**src/rtl/alu_issue_unit.sv**
```systemverilog
// alu_issue_unit: decodes MIPS opcode/funct into ALU controls, issues them,
// captures the result one cycle later and returns it on a response channel.
// Ports: clk, reset (async active-low); req_* valid/ready request with
// decoded instruction fields; alu_* drive/sample the single-cycle ALU;
// resp_* valid/ready response with result, zero flag and illegal flag.
// Optional macro ALU_ISSUE_PIPE_EN: overlap response handshake with the
// next request accept (RESP->EXEC directly).
module alu_issue_unit #(
    parameter int DATA_WIDTH = 32
) (
    input  logic                  clk,
    input  logic                  reset,
    input  logic                  req_valid,
    output logic                  req_ready,
    input  logic [5:0]            req_opcode,
    input  logic [5:0]            req_funct,
    input  logic [4:0]            req_shamt,
    input  logic [DATA_WIDTH-1:0] req_rs_data,
    input  logic [DATA_WIDTH-1:0] req_rt_data,
    input  logic [15:0]           req_imm,
    output logic [3:0]            alu_operation,
    output logic [DATA_WIDTH-1:0] alu_a,
    output logic [DATA_WIDTH-1:0] alu_b,
    input  logic [DATA_WIDTH-1:0] alu_result,
    input  logic                  alu_zero,
    output logic                  resp_valid,
    input  logic                  resp_ready,
    output logic [DATA_WIDTH-1:0] resp_result,
    output logic                  resp_zero,
    output logic                  resp_illegal
);

    typedef enum logic [1:0] {
        IDLE,
        EXEC,
        RESP
    } state_t;

    localparam logic [3:0] OP_AND = 4'd0;
    localparam logic [3:0] OP_OR  = 4'd1;
    localparam logic [3:0] OP_NOR = 4'd2;
    localparam logic [3:0] OP_ADD = 4'd3;
    localparam logic [3:0] OP_SLL = 4'd4;
    localparam logic [3:0] OP_SRL = 4'd5;
    localparam logic [3:0] OP_LUI = 4'd8;

    state_t state;
    logic   ill_q;

    logic [3:0]            dec_op;
    logic [DATA_WIDTH-1:0] dec_a;
    logic [DATA_WIDTH-1:0] dec_b;
    logic                  dec_ill;

    logic                  is_r;
    logic [DATA_WIDTH-1:0] imm_sx;
    logic [DATA_WIDTH-1:0] imm_zx;
    logic [DATA_WIDTH-1:0] sh_zx;

    assign is_r   = (req_opcode == 6'h00);
    assign imm_sx = {{(DATA_WIDTH-16){req_imm[15]}}, req_imm};
    assign imm_zx = {{(DATA_WIDTH-16){1'b0}}, req_imm};
    assign sh_zx  = {{(DATA_WIDTH-5){1'b0}}, req_shamt};

    always_comb begin
        dec_op  = OP_AND;
        dec_a   = '0;
        dec_b   = '0;
        dec_ill = 1'b0;
        unique case (1'b1)
            is_r && (req_funct == 6'h24): begin
                dec_op = OP_AND;
                dec_a  = req_rs_data;
                dec_b  = req_rt_data;
            end
            is_r && (req_funct == 6'h25): begin
                dec_op = OP_OR;
                dec_a  = req_rs_data;
                dec_b  = req_rt_data;
            end
            is_r && (req_funct == 6'h27): begin
                dec_op = OP_NOR;
                dec_a  = req_rs_data;
                dec_b  = req_rt_data;
            end
            is_r && (req_funct == 6'h20): begin
                dec_op = OP_ADD;
                dec_a  = req_rs_data;
                dec_b  = req_rt_data;
            end
            is_r && (req_funct == 6'h00): begin
                dec_op = OP_SLL;
                dec_a  = req_rt_data;
                dec_b  = sh_zx;
            end
            is_r && (req_funct == 6'h02): begin
                dec_op = OP_SRL;
                dec_a  = req_rt_data;
                dec_b  = sh_zx;
            end
            req_opcode == 6'h08: begin
                dec_op = OP_ADD;
                dec_a  = req_rs_data;
                dec_b  = imm_sx;
            end
            req_opcode == 6'h0D: begin
                dec_op = OP_OR;
                dec_a  = req_rs_data;
                dec_b  = imm_zx;
            end
            req_opcode == 6'h0C: begin
                dec_op = OP_AND;
                dec_a  = req_rs_data;
                dec_b  = imm_zx;
            end
            req_opcode == 6'h0F: begin
                dec_op = OP_LUI;
                dec_b  = imm_zx;
            end
            default: begin
                dec_ill = 1'b1;
            end
        endcase
    end

`ifdef ALU_ISSUE_PIPE_EN
    assign req_ready = (state == IDLE) || ((state == RESP) && resp_ready);
`else
    assign req_ready = (state == IDLE);
`endif
    assign resp_valid = (state == RESP);

    always_ff @(posedge clk or negedge reset) begin
        if (!reset) begin
            state         <= IDLE;
            alu_operation <= '0;
            alu_a         <= '0;
            alu_b         <= '0;
            ill_q         <= 1'b0;
            resp_result   <= '0;
            resp_zero     <= 1'b0;
            resp_illegal  <= 1'b0;
        end else begin
            unique case (state)
                IDLE: begin
                    if (req_valid) begin
                        alu_operation <= dec_op;
                        alu_a         <= dec_a;
                        alu_b         <= dec_b;
                        ill_q         <= dec_ill;
                        state         <= EXEC;
                    end
                end
                EXEC: begin
                    resp_result  <= alu_result;
                    resp_zero    <= alu_zero;
                    resp_illegal <= ill_q;
                    state        <= RESP;
                end
                RESP: begin
                    if (resp_ready) begin
`ifdef ALU_ISSUE_PIPE_EN
                        if (req_valid) begin
                            alu_operation <= dec_op;
                            alu_a         <= dec_a;
                            alu_b         <= dec_b;
                            ill_q         <= dec_ill;
                            state         <= EXEC;
                        end else begin
                            state <= IDLE;
                        end
`else
                        state <= IDLE;
`endif
                    end
                end
                default: state <= IDLE;
            endcase
        end
    end

endmodule
```
**config.mk**
```make
export PLATFORM = sky130hd
export DESIGN_NAME = alu_issue_unit
export DESIGN_NICKNAME = d
export VERILOG_FILES = /design/src/rtl/alu_issue_unit.sv
export SDC_FILE = /design/constraint.sdc
export NUM_CORES = 1
export LEC_CHECK = 0
export ABC_AREA = 1
export BUFFER_PORTS_ARGS = -buffer_cell sky130_fd_sc_hd__buf_2
export CAP_MARGIN = 10
export CORE_UTILIZATION = 46
export DETAILED_ROUTE_END_ITERATION = 7
export PLACE_DENSITY = 0.87
export SLEW_MARGIN = 20
export SYNTH_ARGS = -nofsm -noshare
export SYNTH_HDL_FRONTEND = slang
export SYNTH_SLANG_ARGS = --single-unit
```
**constraint.sdc**
```tcl
create_clock -name clk -period 2.5 [get_ports clk]
set_input_delay 0.5 -clock clk [delete_from_list [all_inputs] [get_ports clk]]
set_output_delay 0.5 -clock clk [all_outputs]
set_load 0.02 [all_outputs]
```
## Word-level counts from Yosys, hierarchy flattened

Index checks and enable logic that the tools add are counted.

- Word-level logic and storage cells: 46
- Memories kept: 0
- Bits in registers: 105
- Output and inout port bits: 104
- Latch bits: 0
- ROM bits: 0
- RAM bits: 0

- Eq/ne operators: 13
- Bitwise gates (word level): 0
- Shift-type cells: 0
- Reductions and logical operators: 18
- Div/mod/pow operators: 0
- Mux-type cells: 7
- Multipliers: 0
- $add $sub $neg: 0
- Order comparisons: 0

Operators by type and width:

| kind | count |
|---|---|
| 32-bit one-hot mux with 4 select lines | 1 |
| 32-bit one-hot mux with 2 select lines | 1 |
| 6-bit by 4-bit equality test with 1-bit output, second input constant | 4 |
| 6-bit equality test, second input constant | 4 |
| 4-bit one-hot mux with 6 select lines | 1 |
| 6-bit zero test | 2 |
| 10-bit OR reduction | 1 |
| 7-bit OR reduction | 1 |
| 6-bit by 2-bit equality test with 1-bit output, second input constant | 1 |
| 1-bit logical AND | 6 |
| 2-bit one-hot mux with 3 select lines | 1 |
| 2-bit OR reduction | 3 |
| 2-bit two-way mux | 2 |
| 2-bit AND reduction | 2 |
| 4-bit OR reduction | 1 |
| 3-bit OR reduction | 1 |
| 2-bit by 1-bit equality test with 1-bit output, second input constant | 1 |
| 2-bit equality test, second input constant | 1 |
| 2-bit zero test | 1 |
| 2-bit by 1-bit != test with 1-bit output, second input constant | 1 |
| 2-bit != test, second input constant | 1 |
| 1-bit two-way mux | 1 |

## Logic depth before layout (Yosys ltp)

- Word-level depth: 4
- Mapped depth: 11
- Depth with buffers taken out: 10

## Least setup slack after synthesis

No wires, ideal clock.

- Path type: register to register
- Start: register state[0]
- End: register alu_a[10]
- Data required time: 2.376 ns
- Stages on the path, launching flop included: 7
- Path buffers: 2
- Clock period less this slack: 1.600 ns
- Path slack: 0.900 ns
- Library setup time: 0.124 ns
- Data arrival time: 1.476 ns
- Path through: dfrtp_1 nor2_1 nand2_2 buf_2 clkbuf_1 nand2_1 nand3_1

- Word-level cells in the longest chain between the ends: 2

Ends and longest elaborated chain:

| element | RTL line | text |
|---|---|---|
| start: declaration | 47 | `state_t state;` |
| start signal: assignment | 135 | `state <= IDLE;` |
| start signal: assignment | 151 | `state <= EXEC;` |
| start signal: assignment | 158 | `state <= RESP;` |
| 2-bit zero test | -- |  |
| via req_ready | 14 | `output logic req_ready,` |
| 2-bit AND reduction (no line) | -- |  |
| end signal: assignment | 137 | `alu_a <= '0;` |
| end signal: assignment | 148 | `alu_a <= dec_a;` |
| end: declaration | 22 | `output logic [DATA_WIDTH-1:0] alu_a,` |

The timed path passes the listed nets, and every way through them passes these cells.
A chain may end at the register's enable or synchronous reset.

## Final worst setup path

- Start: register state[1]
- End: register alu_a[5]

- Word-level cells in the longest chain between the ends: 2

Ends and longest elaborated chain:

| element | RTL line | text |
|---|---|---|
| 2-bit zero test | 144 | `unique case (state)` |
| 2-bit AND reduction (no line) | -- |  |

No other way between the ends.

==> out/metrics.yaml <==
ys_warn_count: 0
status: "complete, no violations"
finalCritPeriodShare_pct: 71.3
synth_top_cell_area_share_pct: 52.5
num_io_pins: 238
ant_nets: 0
synth_area_um2: 5010
drive_gt1_share_pct: 36.8
grt_setup_unrepaired: "false"
syn_avg_cell_area_um2: 8.13
p_leak_nw: 3.95
path_delay_family: "simple AND/OR/NAND/NOR gates"
drt-initial-drc-count: 311
cts_buffer_depth: 2
gp_congestion: 0.896
holdWs_ps: 22.2
mostFrequentLayoutCell: "nand2_1"
die_w_um: 106
grt_usage_pct: 26.3
tightest_slew_ps: 623
maxSlewViolCount: 0
finalSetupViolCount: 0
area_growth_pct: 30.3
regArea_um2: 2630
cp_cell_sequence: "nor2_1 -> nand2_4 -> nor2_8 -> nand2_1 -> nand3_1"
drc: 0
synthTopCellsByArea: "dfrtp_1 52%, nand2_1 22%, mux2_2 7.6%, nand3_1 4.3%, inv_1 3.1%"
antenna_found_initial: 0
cts_root_buf: "clkbuf_8"
start_util_pct: 47.9
finalHoldViolCount: 0
powerDensity_nw_per_um2: 807
dp_slack_ps: 542
rr_startpoint: "state[1]"
dp_hpwl_mm: 10.6
cp-startpoint: "state[1]"
cts_hold_buf: 0
fmax_ghz: 0.561
fill_cells: 968
dieArea_um2: 11300
place_area_um2: 6340
irDropWorstVdd_uv: 523
dr.pass1.iters: 5
ys_seq_area_share_pct: 52.5
synth_cell_type_count: 23
cts_buffers: 9
wl_mm: 14.3
viasPerCell: 4.95
min_path_type: "in2async"
ctsResizeCount: 0
diodes: 0
critPathMaxFanout: 32
critPathKind: "reg2reg"
start_kind: "flip-flop"
setup_slack_ps: 717
num_vias: 4897
synth.largest_area_cell: "dfrtp_1"
cts_tree: "built"
period_needed_ps: 1780
cpPeakStageDelay_ps: 510
cts_setup_buffers: 0
wl_per_cell_um: 14.5
cp-end-kind: "flip-flop"
synthCells: 616
first_global_vias: 4837
grt_max_degree: 58
layout_common_cells: "297 x nand2_1, 236 x buf_2, 105 x dfrtp_1, 43 x nand3_1, 42 x inv_1"
drv_cap: 0
clock_latency_ps: 360
fin_worst_skew_ps: 16.5
design_area_um2: 6530
worstPathArrival_ps: 2070
io_buffers: 237
crit_buf_inv: 0
clkSlewWorstSetupHoldPaths_ps: 120
die_height_um: 106
core.rowCount: 37
slew-limit-headroom_pct: 58.3
ys_ff_latch: 105
cp_slowest_cell: "nor2_8"
syn-num-nets: 750
grt_pass1_wl_mm: 23.2
setup_tns_ps: 0
multiInputGateArea_um2: 2070
globalRouteOverflowTotal: 0
core_region_area_um2: 10500
clock_sinks: 105
ctsHtreeMaxLevel: 3
required_ps: 2780
num-nets-final: 983
==> flip-flops by register name (all words and copies together), names as in the netlist <==
| register | flops |
|---|---|
| alu_a | 32 |
| alu_b | 32 |
| resp_result | 32 |
| alu_operation | 4 |
| state | 2 |
| ill_q | 1 |
| resp_illegal | 1 |
| resp_zero | 1 |
==> synthesized netlist by cell type (all sizes together) <==
cell / n
nand2: 299
o21ai: 3
nand4: 5
clkinv: 1
nor3: 2
nand3: 45
dfrtp: 105
nor2: 49
clkbuf: 9
a21oi: 2
buf: 19
mux2: 34
inv: 43
==> cell families (layout without fill, tap and decap cells) <==
| kind of cell | after synthesis | count (layout) | share of synthesized area (%) |
|---|---|---|---|
| AO/OA/AOI/OAI | 5 | 5 | 0.724 |
| multiplexers | 34 | 34 | 7.64 |
| flip-flops | 105 | 105 | 52.5 |
| buffers and inverters | 72 | 310 | 6.39 |
| AND/OR/NAND/NOR | 400 | 400 | 32.8 |
==> power breakdown <==
group / total, mW / switching (mW) / internal [mW]
combinational: 2.00 / 1.23 / 0.764
clock: 1.01 / 0.625 / 0.383
sequential: 2.26 / 0.194 / 2.07
==> path summary, 6_finish.rpt <==
| check | to | slack (ps) | cells past startpoint |
|---|---|---|---|
| max in group asynchronous | resp_result[23] | 1820 | 2 |
| hold reg to reg | alu_operation[2] | 490 | 2 |
| min in group clk | resp_result[7] | 350 | 2 |
| setup / recovery | alu_a[5] | 720 | 5 |
| setup reg to reg | alu_a[5] | 720 | 5 |
| hold / removal | resp_result[12] | 20 | 1 |
==> metrics by stage <==
stage	power, mW	instances	utilization (%)
5_1_grt	5.56	990	62.4
4_1_cts	5.31	990	62.4
2_1_floorplan	3.52	616	-
3_3_place_gp	4.23	974	60.6
6_report	5.27	990	62.4
3_5_place_dp	4.30	974	60.6
==> layout make-up <==
cell class	count	share of cell area, %
clock buffer	10	1.96
sequential	105	40.3
multi-input combinational	439	31.7
timing repair buffer	250	20.1
tap	136	2.61
clock inverter	6	0.901
inverter	44	2.53
==> per-layer routing <==
layer	routed length [um]	global-route usage [%]	vias to the layer above	share of wire [%]
met1	5770	31.7	2289	40
met5	0	0	-	0
met3	959	5.09	26	6.7
met4	295	9.03	0	2.1
met2	7320	46.8	229	51
li1	-	-	2353	-
Note: power is estimated with default switching activity, not from simulation.
